==> src/rtl/mult8_seq_ctrl.sv <==
// mult8_seq_ctrl: 8x8 unsigned multiply built from four passes through an
// external combinational 4x4 multiplier core, with valid/ready on both sides.
//
// Ports:
//   clk, rst_n             clock (rising edge), async active-low reset
//   in_valid/in_ready      operand handshake, in_a/in_b 8-bit unsigned operands
//   mul_m/mul_q            nibbles driven to the 4x4 core (zero outside MUL)
//   mul_p                  8-bit combinational product returned by the core
//   out_valid/out_ready    result handshake, out_product = 16-bit product
//   busy                   high while multiplying or holding a result
module mult8_seq_ctrl #(
    parameter bit SKIP_ZERO = 1'b1
) (
    input  logic        clk,
    input  logic        rst_n,
    input  logic        in_valid,
    output logic        in_ready,
    input  logic [7:0]  in_a,
    input  logic [7:0]  in_b,
    output logic [3:0]  mul_m,
    output logic [3:0]  mul_q,
    input  logic [7:0]  mul_p,
    output logic        out_valid,
    input  logic        out_ready,
    output logic [15:0] out_product,
    output logic        busy
);

    localparam int unsigned OP_W   = 8;
    localparam int unsigned NIB_W  = 4;
    localparam int unsigned PROD_W = 16;
    localparam int unsigned STEP_W = 2;

    typedef enum logic [1:0] {
        S_IDLE = 2'd0,
        S_MUL  = 2'd1,
        S_DONE = 2'd2
    } state_t;

    state_t              state_q, state_d;
    logic [STEP_W-1:0]   step_q, step_d;
    logic [PROD_W-1:0]   acc_q, acc_d;
    logic [OP_W-1:0]     a_q, a_d;
    logic [OP_W-1:0]     b_q, b_d;
    logic [3:0]          shamt;
    logic [PROD_W-1:0]   pp;

    // State, step counter, accumulator and held operands
    always_ff @(posedge clk or negedge rst_n) begin
        if (!rst_n) begin
            state_q <= S_IDLE;
            step_q  <= '0;
            acc_q   <= '0;
            a_q     <= '0;
            b_q     <= '0;
        end else begin
            state_q <= state_d;
            step_q  <= step_d;
            acc_q   <= acc_d;
            a_q     <= a_d;
            b_q     <= b_d;
        end
    end

    // Next-state, nibble selection and partial-product accumulation
    always_comb begin
        state_d = state_q;
        step_d  = step_q;
        acc_d   = acc_q;
        a_d     = a_q;
        b_d     = b_q;
        mul_m   = '0;
        mul_q   = '0;
        shamt   = '0;
        pp      = '0;

        case (state_q)
            S_IDLE: begin
                if (in_valid) begin
                    a_d    = in_a;
                    b_d    = in_b;
                    acc_d  = '0;
                    step_d = '0;
                    if (SKIP_ZERO && ((in_a == '0) || (in_b == '0))) begin
                        state_d = S_DONE;
                    end else begin
                        state_d = S_MUL;
                    end
                end
            end
            S_MUL: begin
                // step bit0 picks the A nibble, bit1 the B nibble;
                // shift is 0,4,4,8 for steps 0..3
                mul_m  = step_q[0] ? a_q[OP_W-1:NIB_W] : a_q[NIB_W-1:0];
                mul_q  = step_q[1] ? b_q[OP_W-1:NIB_W] : b_q[NIB_W-1:0];
                shamt  = {step_q[1] & step_q[0], step_q[1] ^ step_q[0], 2'b00};
                pp     = PROD_W'(mul_p) << shamt;
                acc_d  = acc_q + pp;
                step_d = step_q + STEP_W'(1);
                if (step_q == STEP_W'(3)) begin
                    state_d = S_DONE;
                end
            end
            S_DONE: begin
                if (out_ready) begin
                    state_d = S_IDLE;
                end
            end
            default: begin
                state_d = S_IDLE;
            end
        endcase
    end

    // Handshake/status outputs decode directly from the state register
    assign in_ready    = (state_q == S_IDLE);
    assign out_valid   = (state_q == S_DONE);
    assign busy        = (state_q == S_MUL) || (state_q == S_DONE);
    assign out_product = acc_q;

endmodule

==> config.mk <==
export PLATFORM = sky130hd
export DESIGN_NAME = mult8_seq_ctrl
export DESIGN_NICKNAME = d
export VERILOG_FILES = /design/src/rtl/mult8_seq_ctrl.sv
export SDC_FILE = /design/constraint.sdc
export NUM_CORES = 1
export LEC_CHECK = 0
export CAP_MARGIN = 5
export CORE_MARGIN = 3
export CORE_UTILIZATION = 40
export DETAILED_ROUTE_END_ITERATION = 6
export PLACE_DENSITY = 0.75
export SLEW_MARGIN = 10
export SYNTH_ARGS = -nofsm -noshare
export SYNTH_HDL_FRONTEND = slang
export SYNTH_SLANG_ARGS = --single-unit
==> constraint.sdc <==
create_clock -name clk -period 3.1 [get_ports clk]
set_input_delay 0.31 -clock clk [delete_from_list [all_inputs] [get_ports clk]]
set_output_delay 0.31 -clock clk [all_outputs]
set_load 0.1 [all_outputs]
Yosys cells after proc, flatten, opt, wreduce, memory -nomap -nowiden
Index checks and enable logic that the tools add are counted.
{"block": "classes", "muxes": 13, "n_reduce_logical": 9, "n_lt_le_gt_ge": 0, "bitwise": 2, "div_mod_pow": 0, "n_mul": 0, "addsub": 2, "shifts": 1, "n_eq_ne": 6}
{"operator": "$pmux W16 S2", "count": 1}
{"operator": "$add A16 B16 Y16", "count": 1}
{"operator": "$logic_not A8 Y1", "count": 2}
{"operator": "$mux W16", "count": 1}
{"operator": "$mux W4", "count": 4}
{"operator": "$shl A8 B4 Y16", "count": 1}
{"operator": "$mux W2", "count": 5}
{"operator": "$pmux W2 S3", "count": 1}
{"operator": "$eq A2 B2 Y1 const B", "count": 2}
{"operator": "$ne A2 B2 Y1 const B", "count": 2}
{"operator": "$pmux W2 S2", "count": 1}
{"operator": "$reduce_and A2 Y1", "count": 2}
{"operator": "$reduce_and A3 Y1", "count": 1}
{"operator": "$add A2 B1 Y2 const B", "count": 1}
{"operator": "$eq A2 B1 Y1 const B", "count": 1}
{"operator": "$logic_not A2 Y1", "count": 1}
{"operator": "$logic_or A1 B1 Y1", "count": 2}
{"operator": "$ne A2 B1 Y1 const B", "count": 1}
{"operator": "$reduce_bool A2 Y1", "count": 1}
{"operator": "$and A1 B1 Y1", "count": 1}
{"operator": "$xor A1 B1 Y1", "count": 1}
{"block": "word_totals", "ff_bits": 36, "rom_bits": 0, "output_inout_bits": 27, "latchBits": 0, "n_memories": 0, "inputBits": 28, "mem_bits_rw": 0, "elab_cells": 38}

Logic depth before layout (Yosys ltp)
Gate-level depths: netlist of run 1.
{"block": "logic_depth", "depth_word": 5, "ltp_mapped": 13, "mapped_depth_nobuf": 12}

Least setup slack after synthesis of run 1
OpenSTA, ideal clock, no wires.
{"block": "synth_timing", "path_kind": "register to register", "from": "register step_q[0]", "to": "register acc_q[14] (netlist: out_product[14])", "stages_incl_launch_ff": 14, "slack_ns": 0.219, "setup_ns": 0.124, "path_buffers": 1, "synth_period_minus_slack_ns": 2.881, "t_arrival_ns": 2.757, "t_required_ns": 2.976, "cell_sequence": "dfrtp_1 -> ha_1 -> buf_2 -> nor2_1 -> and2_1 -> ha_1 -> inv_1 -> fa_1 -> nor2b_1 -> o2111ai_2 -> a21oi_1 -> o41a_1 -> o211ai_1 -> a211o_1"}
{"block": "synth_via", "elab_chain_len": 4, "word_cells_on_any_way": 5, "classes_between": "1 x add/sub; 1 x shift; 1 x mux; 2 x bitwise"}
{"element": "from (decl)", "line": "41", "text": "logic [STEP_W-1:0] step_q, step_d;"}
{"element": "from (signal assigned)", "line": "58", "text": "step_q <= step_d;"}
{"element": "$xor A1 B1 Y1 or $and A1 B1 Y1 (tied branches)", "line": "96", "text": "shamt = {step_q[1] & step_q[0], step_q[1] ^ step_q[0], 2'b00};"}
{"element": "$shl A8 B4 Y16 *", "line": "97", "text": "pp = PROD_W'(mul_p) << shamt;"}
{"element": "$add A16 B16 Y16 *", "line": "98", "text": "acc_d = acc_q + pp;"}
{"element": "$pmux W16 S2 *", "line": "77", "text": "case (state_q)"}
{"element": "to (signal assigned)", "line": "53", "text": "acc_q <= '0;"}
{"element": "to (signal assigned)", "line": "59", "text": "acc_q <= acc_d;"}
{"element": "to (decl)", "line": "42", "text": "logic [PROD_W-1:0] acc_q, acc_d;"}
Mark *: on every way between the ends. The rest lies on a longest branch, timed or not.
A chain may end at the register's enable or synchronous reset.

Worst setup path after layout of run 1
{"block": "layout_timing", "from": "register step_q[1]", "to": "register acc_q[15] (netlist: out_product[15])"}
Same word-level chain as after synthesis.

==> results of run 1 <==
==> cells in the final DEF (no fill, tap or decap), types with 5 or more instances in the layout <==
cell type and count:
clkbuf_8 5, ha_1 14, clkdlybuf4s50_1 36, dfrtp_1 36, nand3_1 7, nor2_1 15
o21ai_0 16, buf_4 30, mux2i_1 12, nand2_1 32, nor2b_1 9, a22o_1 6
xnor2_1 5, mux2_2 16, a21oi_1 17, inv_1 13
==> state kept, by name (all words and copies together) (netlist names) <==
signal / count
a_q: 8
b_q: 8
out_product: 16
state_q: 2
step_q: 2
==> kinds of logic after synthesis <==
kind of cell,count (synthesis),synth area share (%)
and+or+nand+nor,85,16.2
AOI/OAI and AO/OA,68,17.9
DFF,36,36.1
muxes,29,12.4
buffers and inverters,24,3.77
adders and majority gates,20,10.3
xor gates and xnor gates,9,3.16
==> worst max path at each step <==
stage | to | depth (start not counted) | start
floorplan | out_product[14] | 13 | step_q[0]
global placement | out_product[14] | 11 | step_q[0]
detailed placement | out_product[14] | 12 | step_q[0]
CTS | out_product[14] | 12 | step_q[0]
global route | out_product[15] | 11 | step_q[1]
finish | out_product[15] | 11 | step_q[1]
==> metal layers <==
| metal | vias up | part of all wire, % |
|---|---|---|
| met5 | - | 0 |
| li1 | 1102 | - |
| met1 | 1057 | 44 |
| met2 | 71 | 49 |
| met4 | 0 | 1.3 |
| met3 | 8 | 5.4 |
==> cell usage after synthesis, types with 2 or more instances <==
cell	number	area share, %
nand2b_1	3	0.75
o211ai_1	3	0.90
xnor2_1	5	1.8
o21ai_0	17	3.4
a211o_1	2	0.70
a22o_1	6	2.1
nand3_1	7	1.4
mux2i_1	13	5.2
nor2b_1	10	2.5
ha_1	19	9.5
nand4_1	3	0.75
or3_1	3	0.75
a21oi_1	19	3.8
nand2_1	32	4.8
buf_2	3	0.60
dfrtp_1	36	36
o31ai_1	3	0.90
nor2_1	16	2.4
a211oi_1	2	0.60
xor2_1	4	1.4
mux2_2	16	7.2
and2_1	4	1.0
nor4_1	4	1.0
clkbuf_1	8	1.2
inv_1	13	2.0
a21o_1	3	0.90
==> repair_timing <==
item / in CTS / in global routing
gates resized for setup: 0 / 13
setup endpoints to repair: 0 / 5
buffers inserted: 0 / 2
==> cell type report <==
cell class	count	area (µm²)	share of cell area, %
clock inverter	3	21.3	0.649
timing repair buffer	66	586	17.9
clock buffer	5	68.8	2.10
tap	75	93.8	2.86
multi-input combinational	211	1560	47.6
inverter	13	48.8	1.49
sequential	36	901	27.5
==> through the flow <==
stage / utilization, % / hold WS (ns) / instance area [µm²]
floorplan: - / 0.0144 / 2490
global placement: 51.9 / 0.488 / 3110
detailed placement: 51.9 / 0.492 / 3110
CTS: 53.4 / 0.434 / 3200
global route: 54.7 / 0.457 / 3280
finish: 54.7 / 0.408 / 3280
==> results.cfg, run 1 <==
[global_routing]
grt_pass1_wl_um = 10200
met2_usage_pct = 30.5
antenna_found_initial = 0
met1_usage_pct = 21.9
grt_max_degree = 24
use_met3_pct = 4.17
grt_overflow_total = 0
grt_pass1_vias = 2172
grt_usage_pct = 17.6
top_usage_layer = met2

[synthesis]
syn_area_per_cell_um2 = 9.20
synth_ff_type = dfrtp_1
synthArstFlopShare_pct = 100
yosys_warnings = 0
netlist_area_um2 = 2490
syn_inst = 271
yosysSeqAreaShare_pct = 36.1
yosys_register_bits = 36
syn_nets = 319
synth_edf_count = 0
synth.distinct_cells = 43

[drt]
avgViaCountPerCell = 5.47
vias = 2238
ant_nets = 0
first_pass_iters = 4
drt_iter0_drc = 92
wl_per_cell_um = 15.1
wl_um = 6180
drc = 0

[cts]
numCtsBuffers = 5
cts-root-buf = clkbuf_8
cts_hold_buf = 0
clk_pin_slew_worst_paths_ns = 0.09
cts_sinks = 36
clock_path_buffers = 2
insertion_delay_ns = 0.30
htree_num_levels = 2
cts_tree = built

[timing]
setup_viol = 0
min_period_ns = 2.89
post-route-period-util_pct = 93.2
hold_violations = 0
fmax_mhz = 346
slew_headroom_pct = 35.1
setup_slack_ns = 0.210
tightest_slew_ns = 0.970
clock_skew_ns = 0.0142
rsz0062_at_grt = false
drv_slew = 0
tns_ns = 0

[outcome]
status = completed

[worst_setup_path]
reg2reg_slack_ns = 0.21
cp_slowest_cell = dfrtp_1
required_ns = 3.29
end_kind = register
reg2regPathDepth = 11
worst-path-max-fanout = 4
path_delay_family = compound AO/OA/AOI/OAI gates
worst-endpoint-arrival_ns = 3.08
crit_buf_inv = 1
crit_chain = ha_4 > buf_4 > mux2i_2 > nor2_1 > ha_4 > o211ai_1 > o211ai_1 > a41oi_1 > a21o_1 > and3_1 > a211o_1
crit-reg2reg-launch = step_q[1]
worstReg2RegEnd = out_product[15]
crit_type = register to register
start_kind = register
critPathMaxStageDelay_ns = 0.42

[die]
die_x_um = 84.9
die-area_um2 = 7210
die_h_um = 84.9
start_util_pct = 41.6
pin_count = 55
coreArea_um2 = 5990
rows = 28

[placement]
post-place-ws_ns = 0.0393
dp_hpwl_um = 4880
gp_congestion = 0.921
port_buffers = 54
dp.cells = 399

[final_layout]
area_growth_pct = 31.6
finalNonFillerCells = 409
drive_gt1_share_pct = 20.4
nets = 381
antenna_cells = 0
fillerInstances = 538

[min_path]
hp-class = primary input to asynchronous set/reset pin

[flow_run]
drv_cap = 0
Power of run 1 is left out: the tool's default activity adds up to more than one toggle a clock period on the data nets, which glitch-free logic cannot reach.
==> run 2: changes to the inputs <==
--- a/config.mk
+++ b/config.mk
@@ -9,7 +9,7 @@
 export CORE_MARGIN = 3
 export CORE_UTILIZATION = 40
 export DETAILED_ROUTE_END_ITERATION = 6
-export PLACE_DENSITY = 0.75
+export PLACE_DENSITY = 0.77
 export SLEW_MARGIN = 10
 export SYNTH_ARGS = -nofsm -noshare
 export SYNTH_HDL_FRONTEND = slang
==> constraint.sdc (replaced) <==
create_clock -name clk -period 2.4 [get_ports clk]
set_input_delay 0.24 -clock clk [delete_from_list [all_inputs] [get_ports clk]]
set_output_delay 0.24 -clock clk [all_outputs]
set_load 0.1 [all_outputs]
==> results.cfg, run 2 (same netlist as run 1, synthesis figures left out) <==
[outcome]
violations = negative setup slack
status = complete, but fails checks

[die]
rows = 28
coreArea_um2 = 5990
die-area_um2 = 7210
die_x_um = 84.9
die_h_um = 84.9
pin_count = 55
start_util_pct = 41.6

[global_routing]
grt_pass1_wl_um = 11800
grt_overflow_total = 0
grt_usage_pct = 20.4
grt_pass1_vias = 2525
grt_max_degree = 37
antenna_found_initial = 0

[timing]
post-route-period-util_pct = 117
drv_slew = 0
setup_viol = 9
clock_skew_ns = 0.00744
rsz0062_at_grt = true
hold_violations = 0
min_period_ns = 2.81
setup_slack_ns = -0.406
slew_headroom_pct = 56.5
tightest_slew_ns = 0.650
fmax_mhz = 356

[worst_setup_path]
start_kind = register
required_ns = 2.58
reg2reg_slack_ns = -0.41
crit_type = register to register
end_kind = register
worst-endpoint-arrival_ns = 2.99
worst-path-max-fanout = 8

[drt]
wl_met2_um = 3690
dr_wl_met3_um = 366
drt_iter0_drc = 59
maxUsedRoutingLayer = met4
drt-met1-wl_um = 2960
wl_per_cell_um = 16.1
first_pass_iters = 5
ant_nets = 0
drc = 0
wl_um = 7160
avgViaCountPerCell = 5.38
vias = 2394

[final_layout]
antenna_cells = 0
largest_reg_flops = 16
final_area_um2 = 3780
drive_gt1_share_pct = 37.3
final_common_cell = buf_4
area_growth_pct = 51.8
nets = 417
post-route-util_pct = 63.1
final_cell_mix = buf_4 (66), dfrtp_1 (33), nand2_1 (31), clkdlybuf4s50_1 (27), mux2_2 (16)

[placement]
gp_congestion = 0.944
dp_hpwl_um = 5520
port_buffers = 54
placed_area_um2 = 3540

[cts]
cts_tree = built
insertion_delay_ns = 0.29
cts_sinks = 36
cts_hold_buf = 0
clk_pin_slew_worst_paths_ns = 0.08
clock_path_buffers = 2
cts-root-buf = clkbuf_8
htree_num_levels = 2
numCtsBuffers = 5

[flow_run]
drv_cap = 0

[min_path]
hp-class = primary input to asynchronous set/reset pin
==> run 2: cell type report <==
type	instances	area [µm²]
timing repair buffer	102	937
clock buffer	8	100
multi-input combinational	211	1700
inverter	13	48.8
tap	75	93.8
sequential	36	905
fill	517	2210
==> run 2: critical path, cell delays in order (launching register included) <==
cell	delay [ns]
dfrtp_1	0.42
ha_4	0.36
mux2i_2	0.25
nor2_1	0.08
ha_1	0.32
a21oi_2	0.19
o21a_1	0.18
a21oi_2	0.07
o41a_1	0.39
nor4b_1	0.17
a211o_1	0.26
==> run 2: layer usage <==
metal,vias to the layer above,track usage [%]
met1,1143,23.9
met2,69,37.2
met3,11,4.47
met5,-,0
met4,0,6.04
li1,1171,-
==> run 2: final timing paths <==
path | startpoint | to | cells past startpoint
min | rst_n | out_product[7] | 2
min reg2reg | b_q[4] | b_q[4] | 1
min in group clk | b_q[4] | b_q[4] | 1
max | step_q[0] | out_product[14] | 10
max in group asynchronous | rst_n | out_product[0] | 2
max reg2reg | step_q[0] | out_product[14] | 10
==> run 2: per-stage QoR <==
stage	cells	hold slack (ns)	setup TNS, ns	setup WS, ns
detailed placement	432	0.496	-3.70	-0.548
CTS	442	0.387	-2.20	-0.394
floorplan	271	-0.0556	-1.04	-0.272
global placement	432	0.488	-3.23	-0.522
global route	445	0.411	-3.81	-0.533
finish	445	0.377	-2.36	-0.406
==> run 2: timing repair <==
action                                  in CTS  in global routing
setup buffers                                2                  3
gates resized for setup                      5                 17
endpoints found under the setup margin      11                 11
pin swaps                                    7                 10
gates cloned                                 0                  0
Power of run 2 is left out for the same reason.
